$ cat src/rtl/decoded_word_serializer.sv
// decoded_word_serializer
//   Takes the WIDTH-bit word from the XOR decoder over a valid/ready handshake
//   and streams it out LANE bits per beat, least significant lane first, onto
//   the narrow bus that feeds the CGP loss bench.
//
//   Optional feature macro: PATTERN_CHECK_EN
//     defined   - every captured word is compared against the two legal decoder
//                 outputs (all zeros, or {WIDTH/2{2'b01}}); any other word sets
//                 the sticky pattern_err flag until reset. Data is passed unchanged.
//     undefined - no comparator is built and pattern_err is tied low.
//
//   WIDTH must be a multiple of LANE.
//
//   state | meaning
//   ------+-----------------------------------------------------------------
//   IDLE  | no word held; in_ready=1, out_valid=0
//   SHIFT | word held; beat k presented on out_data, advances on out_ready
module decoded_word_serializer #(
    parameter int WIDTH = 128,
    parameter int LANE  = 8
) (
    input  logic             clk,
    input  logic             rst_n,
    input  logic             in_valid,
    output logic             in_ready,
    input  logic [WIDTH-1:0] in_word,
    output logic             out_valid,
    input  logic             out_ready,
    output logic [LANE-1:0]  out_data,
    output logic             out_last,
    output logic             pattern_err
);

    localparam int BEATS = WIDTH / LANE;
    localparam int KW    = (BEATS > 1) ? $clog2(BEATS) : 1;
    localparam logic [KW-1:0] K_LAST = KW'(BEATS - 1);

    typedef enum logic {
        IDLE  = 1'b0,
        SHIFT = 1'b1
    } state_t;

    state_t           state;
    logic [KW-1:0]    k;
    logic [WIDTH-1:0] word_sr;
    logic [WIDTH-1:0] sr_next;
    logic             capture;

    // The held word shifts down one lane per accepted beat, so the next beat
    // is always the low lane of the shifted value.
    assign sr_next = word_sr >> LANE;

    // in_ready opens on the final accepted beat so the next word lands with no bubble.
    assign in_ready = (state == IDLE) | ((state == SHIFT) & (k == K_LAST) & out_ready);
    assign capture  = in_valid & in_ready;

    // Serializer FSM: beat index, shift register and registered beat outputs.
    always_ff @(posedge clk or negedge rst_n) begin
        if (!rst_n) begin
            state     <= IDLE;
            k         <= '0;
            word_sr   <= '0;
            out_valid <= 1'b0;
            out_data  <= '0;
            out_last  <= 1'b0;
        end else begin
            case (state)
                IDLE: begin
                    if (in_valid) begin
                        state     <= SHIFT;
                        k         <= '0;
                        word_sr   <= in_word;
                        out_valid <= 1'b1;
                        out_data  <= in_word[LANE-1:0];
                        out_last  <= (K_LAST == '0);
                    end
                end
                SHIFT: begin
                    if (out_ready) begin
                        if (k == K_LAST) begin
                            if (in_valid) begin
                                k         <= '0;
                                word_sr   <= in_word;
                                out_valid <= 1'b1;
                                out_data  <= in_word[LANE-1:0];
                                out_last  <= (K_LAST == '0);
                            end else begin
                                state     <= IDLE;
                                k         <= '0;
                                out_valid <= 1'b0;
                                out_data  <= '0;
                                out_last  <= 1'b0;
                            end
                        end else begin
                            k        <= k + KW'(1);
                            word_sr  <= sr_next;
                            out_data <= sr_next[LANE-1:0];
                            out_last <= ((k + KW'(1)) == K_LAST);
                        end
                    end
                end
                default: begin
                    state     <= IDLE;
                    k         <= '0;
                    out_valid <= 1'b0;
                    out_data  <= '0;
                    out_last  <= 1'b0;
                end
            endcase
        end
    end

`ifdef PATTERN_CHECK_EN
    localparam logic [WIDTH-1:0] PAT_ONE = {(WIDTH/2){2'b01}};

    logic word_legal;

    assign word_legal = (in_word == '0) | (in_word == PAT_ONE);

    // Sticky flag: any captured word that is not a legal decoder output.
    always_ff @(posedge clk or negedge rst_n) begin
        if (!rst_n) begin
            pattern_err <= 1'b0;
        end else if (capture && !word_legal) begin
            pattern_err <= 1'b1;
        end
    end
`else
    // No comparator in this build; capture is only needed by the checker.
    logic unused_capture;
    assign unused_capture = capture;
    assign pattern_err    = 1'b0;
`endif

endmodule
$ cat config.mk
export PLATFORM = sky130hd
export DESIGN_NAME = decoded_word_serializer
export DESIGN_NICKNAME = d
export VERILOG_FILES = /design/src/rtl/decoded_word_serializer.sv
export SDC_FILE = /design/constraint.sdc
export NUM_CORES = 1
export LEC_CHECK = 0
export CAP_MARGIN = 10
export CORE_UTILIZATION = 40
export CTS_CLUSTER_SIZE = 40
export DETAILED_ROUTE_END_ITERATION = 16
export MAX_ROUTING_LAYER = met4
export PLACE_DENSITY = 0.68
export SLEW_MARGIN = 20
export SYNTH_ARGS = -nofsm -noshare
export SYNTH_HDL_FRONTEND = slang
export SYNTH_SLANG_ARGS = --single-unit
$ cat constraint.sdc
create_clock -name clk -period 2.1 [get_ports clk]
set_input_delay 0.42 -clock clk [delete_from_list [all_inputs] [get_ports clk]]
set_output_delay 0.42 -clock clk [all_outputs]
set_load 0.005 [all_outputs]
# Yosys cells after proc, flatten, opt, wreduce, memory -nomap -nowiden
# Cells that the tools add are included.
op_classes:
  eq_ne: 5
  reduce_logical: 2
  n_bitwise: 4
  n_mux: 25
  addsub: 1
op_table:
  columns: ["operator", "n"]
  rows:
  - ["128-bit 2-to-1 mux", 3]
  - ["128-bit one-hot mux with 2 select lines", 1]
  - ["8-bit 2-to-1 mux", 4]
  - ["8-bit one-hot mux with 2 select lines", 1]
  - ["4-bit 2-to-1 mux", 3]
  - ["1-bit 2-to-1 mux", 9]
  - ["4-bit == test, second input constant", 2]
  - ["4-bit one-hot mux with 2 select lines", 1]
  - ["1-bit one-hot mux with 2 select lines", 3]
  - ["4-bit by 1-bit adder with 4-bit output, second input constant", 1]
  - ["2-bit inequality test, second input constant", 2]
  - ["3-bit AND reduction", 1]
  - ["1-bit AND", 2]
  - ["2-bit by 1-bit inequality test with 1-bit output, second input constant", 1]
  - ["2-bit AND reduction", 1]
  - ["1-bit inverter", 1]
  - ["1-bit OR", 1]
word_totals:
  ff_bits: 143
  in_bits: 132
  word_cells: 43

# Logic depth before layout (Yosys ltp)
# Gate-level depths: netlist of the first run.
logic_depth:
  word_depth: 5
  mapped_depth: 7

# Worst setup path before layout of the first run
# No wires, ideal clock.
synth_path:
  path_kind: "reg2reg"
  from: "register k[0]"
  to: "register word_sr[103]"
  slack_ps: 269
  period_less_slack_ps: 1831
  setup_time_ps: 126
  arrival_time_ps: 1705
  t_required_ps: 1974
  path_stages_with_launch: 8
  path_cell_list: "dfrtp_1 > ha_1 > and3_4 > buf_6 > a21o_1 > buf_6 > buf_8 > a221o_1"
synth_between:
  elab_chain_cells: 4
synth_lines:
  columns: ["item", "line_no", "text"]
  rows:
  - ["start, declared", "44", "logic [KW-1:0] k;"]
  - ["start signal, assigned", "95", "k <= k + KW'(1);"]
  - ["4-bit == test", "80", "if (k == K_LAST) begin"]
  - ["128-bit 2-to-1 mux", "80", null]
  - ["128-bit 2-to-1 mux", "79", "if (out_ready) begin"]
  - ["128-bit one-hot mux with 2 select lines", "67", "case (state)"]
  - ["end signal, assigned", "72", "word_sr <= in_word;"]
  - ["end signal, assigned", "83", "word_sr <= in_word;"]
  - ["end signal, assigned", "96", "word_sr <= sr_next;"]
  - ["end, declared", "45", "logic [WIDTH-1:0] word_sr;"]
# No other way between the ends. The select of a mux whose other input is x is not followed.
# A chain may end at the register's enable or synchronous reset.

# Worst setup path in the final report of the first run
layout_path:
  from: "register k[1]"
  to: "register word_sr[125]"
# Same word-level chain as after synthesis.

==> results of run 1 <==
==> sequential cells by signal (all words and copies together), names as in the netlist <==
register   count
out_valid      1
k              4
word_sr      120
out_last       1
state          1
out_data       8
==> layout by cell type (no fill, tap or decap), drive strengths merged, types with 10 or more instances in the layout <==
master / n
a221o: 10
and3: 11
buf: 31
clkbuf: 24
clkdlybuf4s50: 140
dfrtp: 135
nand2: 10
nand3: 27
o221a: 102
or3: 102
==> area by class of cell <==
| type | instances | area, sq um | area share |
|---|---|---|---|
| well taps | 211 | 264 | 0.0306 |
| clock buffers | 24 | 492 | 0.0570 |
| diodes | 1 | 2.50 | 0.000290 |
| multi-input cells | 312 | 2600 | 0.302 |
| flip-flops and latches | 135 | 3380 | 0.392 |
| inverters | 4 | 15.0 | 0.00174 |
| clock inverters | 8 | 95.1 | 0.0110 |
| repair buffers | 173 | 1770 | 0.205 |
==> final timing paths <==
path | endpoint | slack (ns) | cells after the start
worst min-delay path | word_sr[120]$_DFFE_PN0P_ | 0.50 | 1
max in group asynchronous | word_sr[113]$_DFFE_PN0P_ | 0.97 | 3
worst max-delay path | word_sr[125]$_DFFE_PN0P_ | 0.12 | 6
min in group asynchronous | word_sr[30]$_DFFE_PN0P_ | 0.51 | 2
worst max register to register | word_sr[125]$_DFFE_PN0P_ | 0.12 | 6
worst min register to register | word_sr[120]$_DFFE_PN0P_ | 0.50 | 1
==> power groups by stage <==
stage / logic [mW] / clock network (mW) / registers [mW]
finish: 2.87 / 2.95 / 4.33
detailed placement: 2.81 / 0 / 4.35
CTS: 2.89 / 3.00 / 4.32
global placement: 2.73 / 0 / 4.30
floorplan: 2.02 / 0 / 4.08
global route: 3.13 / 3.12 / 4.46
==> worst max-delay path: cells and delay by family (launching register included) <==
family          cells  cell delay [ns]
buf+inv             2             0.38
fa+ha+maj           1             0.16
flops               1             0.43
compound gates      2             0.63
simple gates        1             0.25
==> cells by family (layout without fill, tap and decap cells) <==
kind of cell             after synthesis  in the layout  synth area share
adder cells (fa/ha/maj)                2              2           0.00399
XOR/XNOR                               4              4           0.00559
multiplexers                          10             10            0.0176
buffers and inverters                 65            209            0.0509
flip-flops                           135            135             0.539
other                                  1              2          0.000598
AO/OA/AOI/OAI                        138            138             0.234
AND/OR/NAND/NOR                      157            157             0.148
==> stage by stage <==
stage               setup slack, ns  instance area [sq um]  setup TNS [ns]  cells  utilization
global placement            -0.0660                   7990           -5.00    831        0.523
finish                        0.122                   8620               0    868        0.565
global route                 0.0533                   8620               0    868        0.565
CTS                           0.135                   8620               0    867        0.565
detailed placement          -0.0839                   7990           -6.05    831        0.523
floorplan                     0.269                   6270               0    512            -
==> synthesized netlist by cell type (2+ instances only) <==
cell	instances	area, sq um
buf_6	4	45.0
nand3_1	27	135
a22oi_1	8	60.1
dfrtp_1	135	3380
xor2_1	4	35.0
buf_2	23	115
or3_1	102	638
a221o_2	8	90.1
and3_1	10	62.6
nand4_1	2	12.5
a22o_2	8	80.1
o221a_2	102	1150
clkbuf_1	24	90.1
buf_1	7	26.3
inv_1	4	15.0
a221o_1	2	20.0
o31ai_1	2	15.0
nand2_1	10	37.5
and2_1	2	12.5
a21oi_2	2	17.5
ha_1	2	25.0
mux2_2	8	90.1
o21ai_0	2	10.0
mux2i_1	2	20.0
==> repair_timing <==
item / CTS / global route
buffers inserted: 3 / 0
endpoints found under the setup margin: 1 / 0
hold buffers: 1 / 0
resized for setup: 5 / 0
endpoints found under the hold margin: 44 / 0
==> metal layers <==
metal	vias to the layer above	wire [um]	global-route usage
li1	2304	-	-
met5	-	0	-
met4	0	187	0.0686
met3	15	1230	0.0657
met1	2484	7470	0.296
met2	171	8050	0.350
==> run metrics, run 1 <==
number of synthesized flops with an enable pin 0; vias per std cell 5.73; post-DP HPWL around 11000 um; Area Growth Syn to Fin 37.5%; via count slightly below 5000; First DRT Iteration DRCs a little under 400; Final nets a little under 800; grt ovf 0; Clk pin slew, worst setup/hold paths 0.06 ns; min Tclk post-route around 2.0 ns; Chip Width 127 um; f_max 506 MHz; P_sw 2.77 mW; Die Y between 100 and 150 um; antenna viol nets, final 0; post-DR wirelength/cell 19.5 um; status completed; Fillers 1293; IO Port Bufs about 140; Hold Vio Cnt, Final 0; Clock Power Share 0.291; critical path endpoint category register; antenna violations before repair 1; Setup CP Type reg2reg; Reg2Reg Launch Point k[1]$_DFFE_PN0P_; sequential element share of the synthesized area 0.539; Initial DRT Pass Iterations 5; total internal power between 7 and 8 mW; hold path startpoint word_sr[120]$_DFFE_PN0P_; top_reg_cell synth dfrtp_1; critical path's slowest cell dfrtp_2; yosys warns 0; Design Power around 10 mW; Layout Skew between 0.008 and 0.009 ns; CTS tree built; largest stage delay on the critical path 0.43 ns; CTS Root Cell clkbuf_16; I/O pin total 144; first-pass GRT wire length around 28000 um; Sw Share 0.274; Tightest Pin Transition about 0.52 ns; clock buffer depth 2; Slew HR 0.651; Setup violations, final 0; Worst EP arrival about 2.3 ns; # H-tree levels 4; Hold Crit Class reg2reg; layout cells sized above 1 0.297; worst endpoint required time approximately 2.4 ns; crit path max fanout 14; Cell Area, Synth between 0.006 and 0.007 sq mm; register bit total from synthesis around 140; RePlAce Congestion roughly 0.83; Min Hold Slack slightly above 0.5 ns; syn_nets between 600 and 700; die area approximately 0.016 sq mm; Mapped Cells about 510; clock tree sinks around 140; Clock Latency Late Sink between 0.4 and 0.5 ns; core area ~0.015 sq mm; Pins Over Slew Limit 0; most frequent CP cell buf_4; Avg Cell Area, Syn between 10 and 15 sq um; DRC viols 0; Crit. Startpoint k[1]$_DFFE_PN0P_; synth unique cells 36; Worst Setup Start Kind register; Rows 45; Final Cycle Share 0.942; pin count of the biggest net entering global routing 63; worst IR drop on VDD 632 uV; Total Routing Usage GR 0.229; Gate power share 0.282; Pleak about 3.4 nW; maxcap violations 0; Reg power frac 0.427; Initial Util 0.411; sequence of cells on the critical path ha_4 > buf_4 > and3_4 > a21o_1 > buf_4 > a22o_2; WL final between 15000 and 20000 um; cts bufs inserted 17; vias in the first global route around 5200; Async S/R FF share, synth 1.00; Pwr per Cell Area 1180 mW/mm^2; setup repair after global routing missed its margin no
(Power assumes the default switching activity.)
==> run 2, diff against run 1 <==
--- a/config.mk
+++ b/config.mk
@@ -9,6 +9,7 @@
 export CORE_UTILIZATION = 40
 export CTS_CLUSTER_SIZE = 40
 export DETAILED_ROUTE_END_ITERATION = 16
+export GPL_TIMING_DRIVEN = 0
 export MAX_ROUTING_LAYER = met4
 export PLACE_DENSITY = 0.68
 export SLEW_MARGIN = 20
==> run 2 against run 1 <==
Flip-flop and latch count did not move. Total power rose by 3.6%. First-iteration DRC count rose by 8.8%. Global-route usage rose by 0.31 points. Worst setup slack got worse by 0.093 ns. Sequential share of layout area fell by 0.26 points. Critical path type unchanged. Worst hold slack got worse by 0.057 ns. Clock-buffer cell count fell by 5. Fmax fell by 4.5%. Clock skew fell by 0.0012 ns. Critical endpoint is now word_sr[94]$_DFFE_PN0P_. Sequential power barely moved. Non-clock buffer count rose by 34.
==> run metrics, run 2 (synthesis results as in run 1) <==
# H-tree levels 4 (unchanged); clock buffer depth 2 (unchanged); Sequential cell area 0.00338 sq mm (unchanged); Setup violations, final 0 (unchanged); die area 0.0162 sq mm (unchanged); worst IR drop on VDD 662 uV (+4.8%); IO Port Bufs 140 (-1.4%); Area Growth Syn to Fin 38.4%; cts bufs inserted 17 (unchanged); via count 5140 (+3.3%); Rows 45 (unchanged); area of the multi-input gates 0.00259 sq mm (-0.67%); placed cell area 0.00797 sq mm (-0.22%); P_sw 2.87 mW (+3.4%); Final nets 811 (+4.4%); Post-Layout Inst Area 0.00868 sq mm (+0.67%); maxcap violations 0 (unchanged); WL final 17500 um (+3.6%); most frequent cells in the layout clkdlybuf4s50_1 (138), dfrtp_1 (133), or3_1 (102), o221a_2 (102), nand3_1 (27); vias per std cell 5.70 (-0.56%); layout cells sized above 1 0.296 (-0.00160); Pwr per Cell Area 1210 mW/mm^2 (+2.9%); core area 0.0153 sq mm (unchanged); Pleak 3.38 nW (+1.0%); Final Cycle Share 0.986 (+0.0442); min Tclk post-route 2.07 ns (+0.0929 ns); Min Hold Slack 0.447 ns (-0.0567 ns); Gate power share 0.278 (-0.004); Clock Power Share 0.312 (+0.021); Chip Width 127 um (unchanged); f_max 483 MHz (-4.5%); Initial Util 0.411 (unchanged); DRC viols 0 (unchanged); worst endpoint required time 2.41 ns (about the same); max reg flops 120 (unchanged); Layout Skew 0.00694 ns (-0.00118 ns); post-DR wirelength/cell 19.5 um (-0.30%); status completed; Biggest register word_sr; Clk pin slew, worst setup/hold paths 0.06 ns (about the same); flop-to-flop setup slack 0.03 ns (-0.09 ns); Tightest Pin Transition 0.544 ns (+0.0202 ns); Initial DRT Pass Iterations 5 (unchanged); WP buf/inv 4 (+2); RePlAce Congestion 0.845 (+1.9%); post-route setup TNS 0 ns (unchanged); CTS tree built; Die Y 127 um (unchanged); Worst Setup Start Kind register; vias in the first global route 5225 (-0.32%); CTS Root Cell clkbuf_16; post-DP HPWL 12600 um (+13%); largest stage delay on the critical path 0.43 ns (about the same); pin count of the biggest net entering global routing 71 (+13%); first-pass GRT wire length 27700 um (about the same); grt ovf 0 (unchanged); critical path endpoint category register; Total Routing Usage GR 0.232 (+0.00314); Reg power frac 0.410 (-0.017); Hold Vio Cnt, Final 0 (unchanged); most common cell after layout, fill and taps aside clkdlybuf4s50_1; antenna violations before repair 1 (unchanged); Worst EP arrival 2.38 ns (+0.10 ns); Largest regs word_sr x120, out_data x8, k x4; most frequent CP cell buf_6; critical path's slowest cell dfrtp_2; Setup CP Type reg2reg; Hold Crit Class in2reg; CP top delay family simple AND/OR/NAND/NOR gates; First DRT Iteration DRCs 419 (+8.8%); Pins Over Slew Limit 0 (unchanged); total internal power 7.64 mW (+3.7%); sequence of cells on the critical path ha_4 > buf_4 > and3_4 > buf_6 > buf_6 > buf_2 > or3_1 > o221a_2; I/O pin total 144 (unchanged); clock tree sinks 135 (unchanged); Clock Latency Late Sink 0.42 ns (about the same); Fillers 1307 (+1.1%); Sw Share 0.273 (-0.000602); antenna viol nets, final 0 (unchanged); Slew HR 0.637 (-0.0135); crit path max fanout 10 (-4); Design Power 10.5 mW (+3.6%)
==> run 2: changes by cell type in the layout (fill, tap and decap cells not counted), sizes merged <==
cell           change
bufinv             +3
buf                +9
clkinv             +2
clkdlybuf4s50      -2
clkbuf            +22
==> run 2: power by group through the flow <==
| stage | Sequential (mW) | Clock, mW | Combinational [mW] |
|---|---|---|---|
| 2_1_floorplan | 4.08 | 0 | 2.02 |
| 3_3_place_gp | 4.30 | 0 | 2.76 |
| 3_5_place_dp | 4.32 | 0 | 2.85 |
| 4_1_cts | 4.30 | 3.32 | 2.93 |
| 5_1_grt | 4.43 | 3.42 | 3.18 |
| 6_report | 4.31 | 3.28 | 2.92 |
==> run 2: cell type report <==
type | instances | share of cell area
sequential | 135 | 0.390
multi-input combinational | 312 | 0.298
timing repair buffer | 146 | 0.170
clock buffer | 19 | 0.0510
buffer | 61 | 0.0360
tap | 211 | 0.0304
clock inverter | 13 | 0.0234
inverter | 4 | 0.00173
antenna | 1 | 0.000288
==> run 2: metal layers <==
metal  track usage  wire (um)
met4        0.0630        157
met3        0.0699       1220
met2         0.362       8260
met1         0.295       7910
met5             -          0
==> run 2: final timing paths <==
path                                          start                       end  depth (start not counted)
max in group asynchronous                     rst_n          k[1]$_DFFE_PN0P_                          3
min in group asynchronous                     rst_n   word_sr[33]$_DFFE_PN0P_                          2
setup reg to reg                   k[1]$_DFFE_PN0P_   word_sr[94]$_DFFE_PN0P_                          8
hold reg to reg            word_sr[125]$_DFFE_PN0P_  word_sr[125]$_DFFE_PN0P_                          1
setup / recovery                   k[1]$_DFFE_PN0P_   word_sr[94]$_DFFE_PN0P_                          8
hold / removal                             in_valid           state$_DFF_PN0_                          3
==> run 2: per-stage QoR <==
step           setup WS [ns]   util  instances
2_1_floorplan          0.269      -        512
3_3_place_gp           -4.62  0.520        863
3_5_place_dp          0.0486  0.522        864
4_1_cts               0.0217  0.568        901
5_1_grt             -0.00208  0.569        902
6_report              0.0293  0.569        902
==> run 2: worst reg2reg max path, cell delays in order (launching register included) <==
cell and delay (ns):
dfrtp_2 0.43, ha_4 0.17, buf_4 0.15, and3_4 0.18, buf_6 0.12, buf_6 0.15
buf_2 0.20, or3_1 0.43, o221a_2 0.15
==> run 2: repair_timing <==
item | CTS | global route
resized for setup | 5 | 8
pin swaps | 3 | 0
setup buffers | 4 | 0
endpoints found under the setup margin | 1 | 80
cloned | 0 | 0
endpoints found under the hold margin | 65 | 0
hold buffers | 1 | 0
==> run 3, diff against run 2 <==
--- a/config.mk
+++ b/config.mk
@@ -6,6 +6,7 @@
 export NUM_CORES = 1
 export LEC_CHECK = 0
 export CAP_MARGIN = 10
+export CORE_MARGIN = 3
 export CORE_UTILIZATION = 40
 export CTS_CLUSTER_SIZE = 40
 export DETAILED_ROUTE_END_ITERATION = 16
==> constraint.sdc (replaced) <==
create_clock -name clk -period 2.1 [get_ports clk]
set_input_delay 0.42 -clock clk [delete_from_list [all_inputs] [get_ports clk]]
set_output_delay 0.42 -clock clk [all_outputs]
set_load 0.1 [all_outputs]
==> run 3 against run 2 <==
Combinational power is 15% higher. Register-to-register slack improved by 0.08 ns. Core utilization decreased by 0.91 points. Global-route usage decreased by 2.1 points. Cell count down 0.67%. Sequential power is essentially flat. First-iteration DRC count shrank 5.0%. Highest routed layer unchanged.
==> run metrics, run 3 (synthesis results as in run 1) <==
Pleak 3.32 nW (-1.8%); IO Port Bufs 140 (unchanged); vias per std cell 5.80 (+1.7%); Worst Setup Start Kind register; Reg power frac 0.413 (+0.003); antenna viol nets, final 0 (unchanged); Area Growth Syn to Fin 36.2%; Rows 45 (unchanged); Cells after DPL 864 (unchanged); Setup violations, final 0 (unchanged); Total Routing Usage GR 0.211 (-0.0209); Fillers 1274 (-2.5%); CTS Root Cell clkbuf_16; critical path's slowest cell clkdlybuf4s15_1; Clk pin slew, worst setup/hold paths 0.06 ns (about the same); I/O pin total 144 (unchanged); Slew HR 0.357 (-0.280); post-DP HPWL 12600 um (+0.25%); First DRT Iteration DRCs 398 (-5.0%); Layout Skew 0.00703 ns (+0.0000891 ns); pin count of the biggest net entering global routing 70 (-1.4%); DRC viols 0 (unchanged); Largest regs word_sr x120, out_data x8, k x4; f_max 487 MHz (+0.78%); worst endpoint required time 1.68 ns (-0.73 ns); Tightest Pin Transition 0.968 ns (+0.425 ns); Die Y 131 um (+3.1%); RePlAce Congestion 0.891 (+5.5%); Sw Share 0.315 (+0.0416); die area 0.0172 sq mm (+6.4%); Chip Width 131 um (+3.1%); CTS tree built; Clock Power Share 0.265 (-0.047); clock tree sinks 135 (unchanged); Sequential cell area 0.00338 sq mm (about the same); Hold Vio Cnt, Final 0 (unchanged); flop-to-flop setup slack 0.11 ns (+0.08 ns); # H-tree levels 4 (unchanged); most common cell after layout, fill and taps aside dfrtp_1; sequence of cells on the critical path clkdlybuf4s15_1; antenna violations before repair 1 (unchanged); Final Cycle Share 0.978 (-0.00763); critical path endpoint category output port; area of the multi-input gates 0.00259 sq mm (about the same); first-pass GRT wire length 28500 um (+3.1%); crit path max fanout 3 (-7); layout cells sized above 1 0.284 (-0.0120); Gate power share 0.321 (+0.043); largest stage delay on the critical path 0.84 ns (+0.41 ns); status completed; min Tclk post-route 2.05 ns (-0.0160 ns); vias in the first global route 5368 (+2.7%); clock buffer depth 2 (unchanged); Initial Util 0.411 (unchanged); Setup CP Type reg2out; Hold Crit Class in2reg; maxcap violations 0 (unchanged); WL final 17600 um (+0.30%); grt ovf 0 (unchanged); CP top delay family buffers and inverters; Pins Over Slew Limit 0 (unchanged); WP buf/inv 1 (-3); total internal power 7.16 mW (-6.3%); worst IR drop on VDD 649 uV (-2.0%); most frequent cells in the layout dfrtp_1 (135), clkdlybuf4s50_1 (128), or3_1 (102), o221a_2 (102), clkbuf_1 (28); Pwr per Cell Area 1220 mW/mm^2 (+1.0%); P_sw 3.29 mW (+15%); cts bufs inserted 17 (unchanged); fin cells 896 (-0.67%); post-DR wirelength/cell 19.6 um (+0.97%); Min Hold Slack 0.452 ns (+0.00427 ns); core area 0.0153 sq mm (unchanged); Clock Latency Late Sink 0.41 ns (about the same); Final nets 808 (-0.37%); setup repair after global routing missed its margin no; max reg flops 120 (unchanged); via count 5195 (+1.1%); Biggest register word_sr; Initial DRT Pass Iterations 5 (unchanged); Worst EP arrival 1.63 ns (-0.75 ns); Post-Route Utilization 0.560 (-0.00910)
-- run 3: worst reg2reg max path, cell delays in order, from the launching register on --
cell     delay (ns)
dfrtp_1        0.45
ha_4           0.22
and3_4         0.18
buf_6          0.12
buf_6          0.14
buf_2          0.21
or3_1          0.42
o221a_2        0.14
-- run 3: per-stage QoR --
stage	cell area (sq um)	setup slack [ns]	setup TNS (ns)	total power [mW]
floorplan	6270	0.184	0	6.63
global placement	7940	-4.70	-633.92	7.61
detailed placement	7970	-0.498	-0.498	7.72
CTS	8520	0.00127	0	10.5
global route	8540	0.00000122	0	11.0
finish	8540	0.0454	0	10.4
-- run 3: layer usage --
| layer | track usage | wire [um] | up-vias | share of wire |
|---|---|---|---|---|
| met4 | 0.0531 | 252 | 0 | 0.014 |
| met2 | 0.314 | 8160 | 206 | 0.46 |
| met3 | 0.0727 | 1480 | 22 | 0.084 |
| met1 | 0.280 | 7710 | 2601 | 0.44 |
| li1 | - | - | 2366 | - |
| met5 | - | 0 | - | 0 |
-- run 3: timing repair --
action                                  4_1_cts  5_1_grt
buffers inserted                              0        1
pin swaps                                     0        1
hold buffers                                  1        0
hold endpoints to repair                     66        0
resized for setup                            22        9
endpoints found under the setup margin       11        8
-- run 3: final cells by class --
class	count	share of cell area
timing repair buffer	143	0.169
inverter	4	0.00176
clock inverter	4	0.00527
sequential	135	0.396
buffer	61	0.0356
clock buffer	25	0.0580
tap	211	0.0309
antenna	1	0.000293
multi-input combinational	312	0.303
-- run 3: worst paths after layout --
kind	from	to	cells past startpoint
worst min-delay path	in_valid	state$_DFF_PN0_	3
worst min register to register	out_last$_DFFE_PN0P_	out_last$_DFFE_PN0P_	2
worst max-delay path	out_data[7]$_DFFE_PN0P_	out_data[7]	1
max in group asynchronous	rst_n	word_sr[92]$_DFFE_PN0P_	3
worst max register to register	k[1]$_DFFE_PN0P_	word_sr[94]$_DFFE_PN0P_	7
min in group asynchronous	rst_n	word_sr[22]$_DFFE_PN0P_	2
-- run 3: power by group through the flow --
stage                     sequential, mW  clock, mW  combinational (mW)
after floorplan                     4.59          0                2.05
after global placement              4.30          0                3.30
after detailed placement            4.32          0                3.39
after CTS                           4.30       2.82                3.37
after global routing                4.44       2.94                3.62
final                               4.32       2.77                3.36
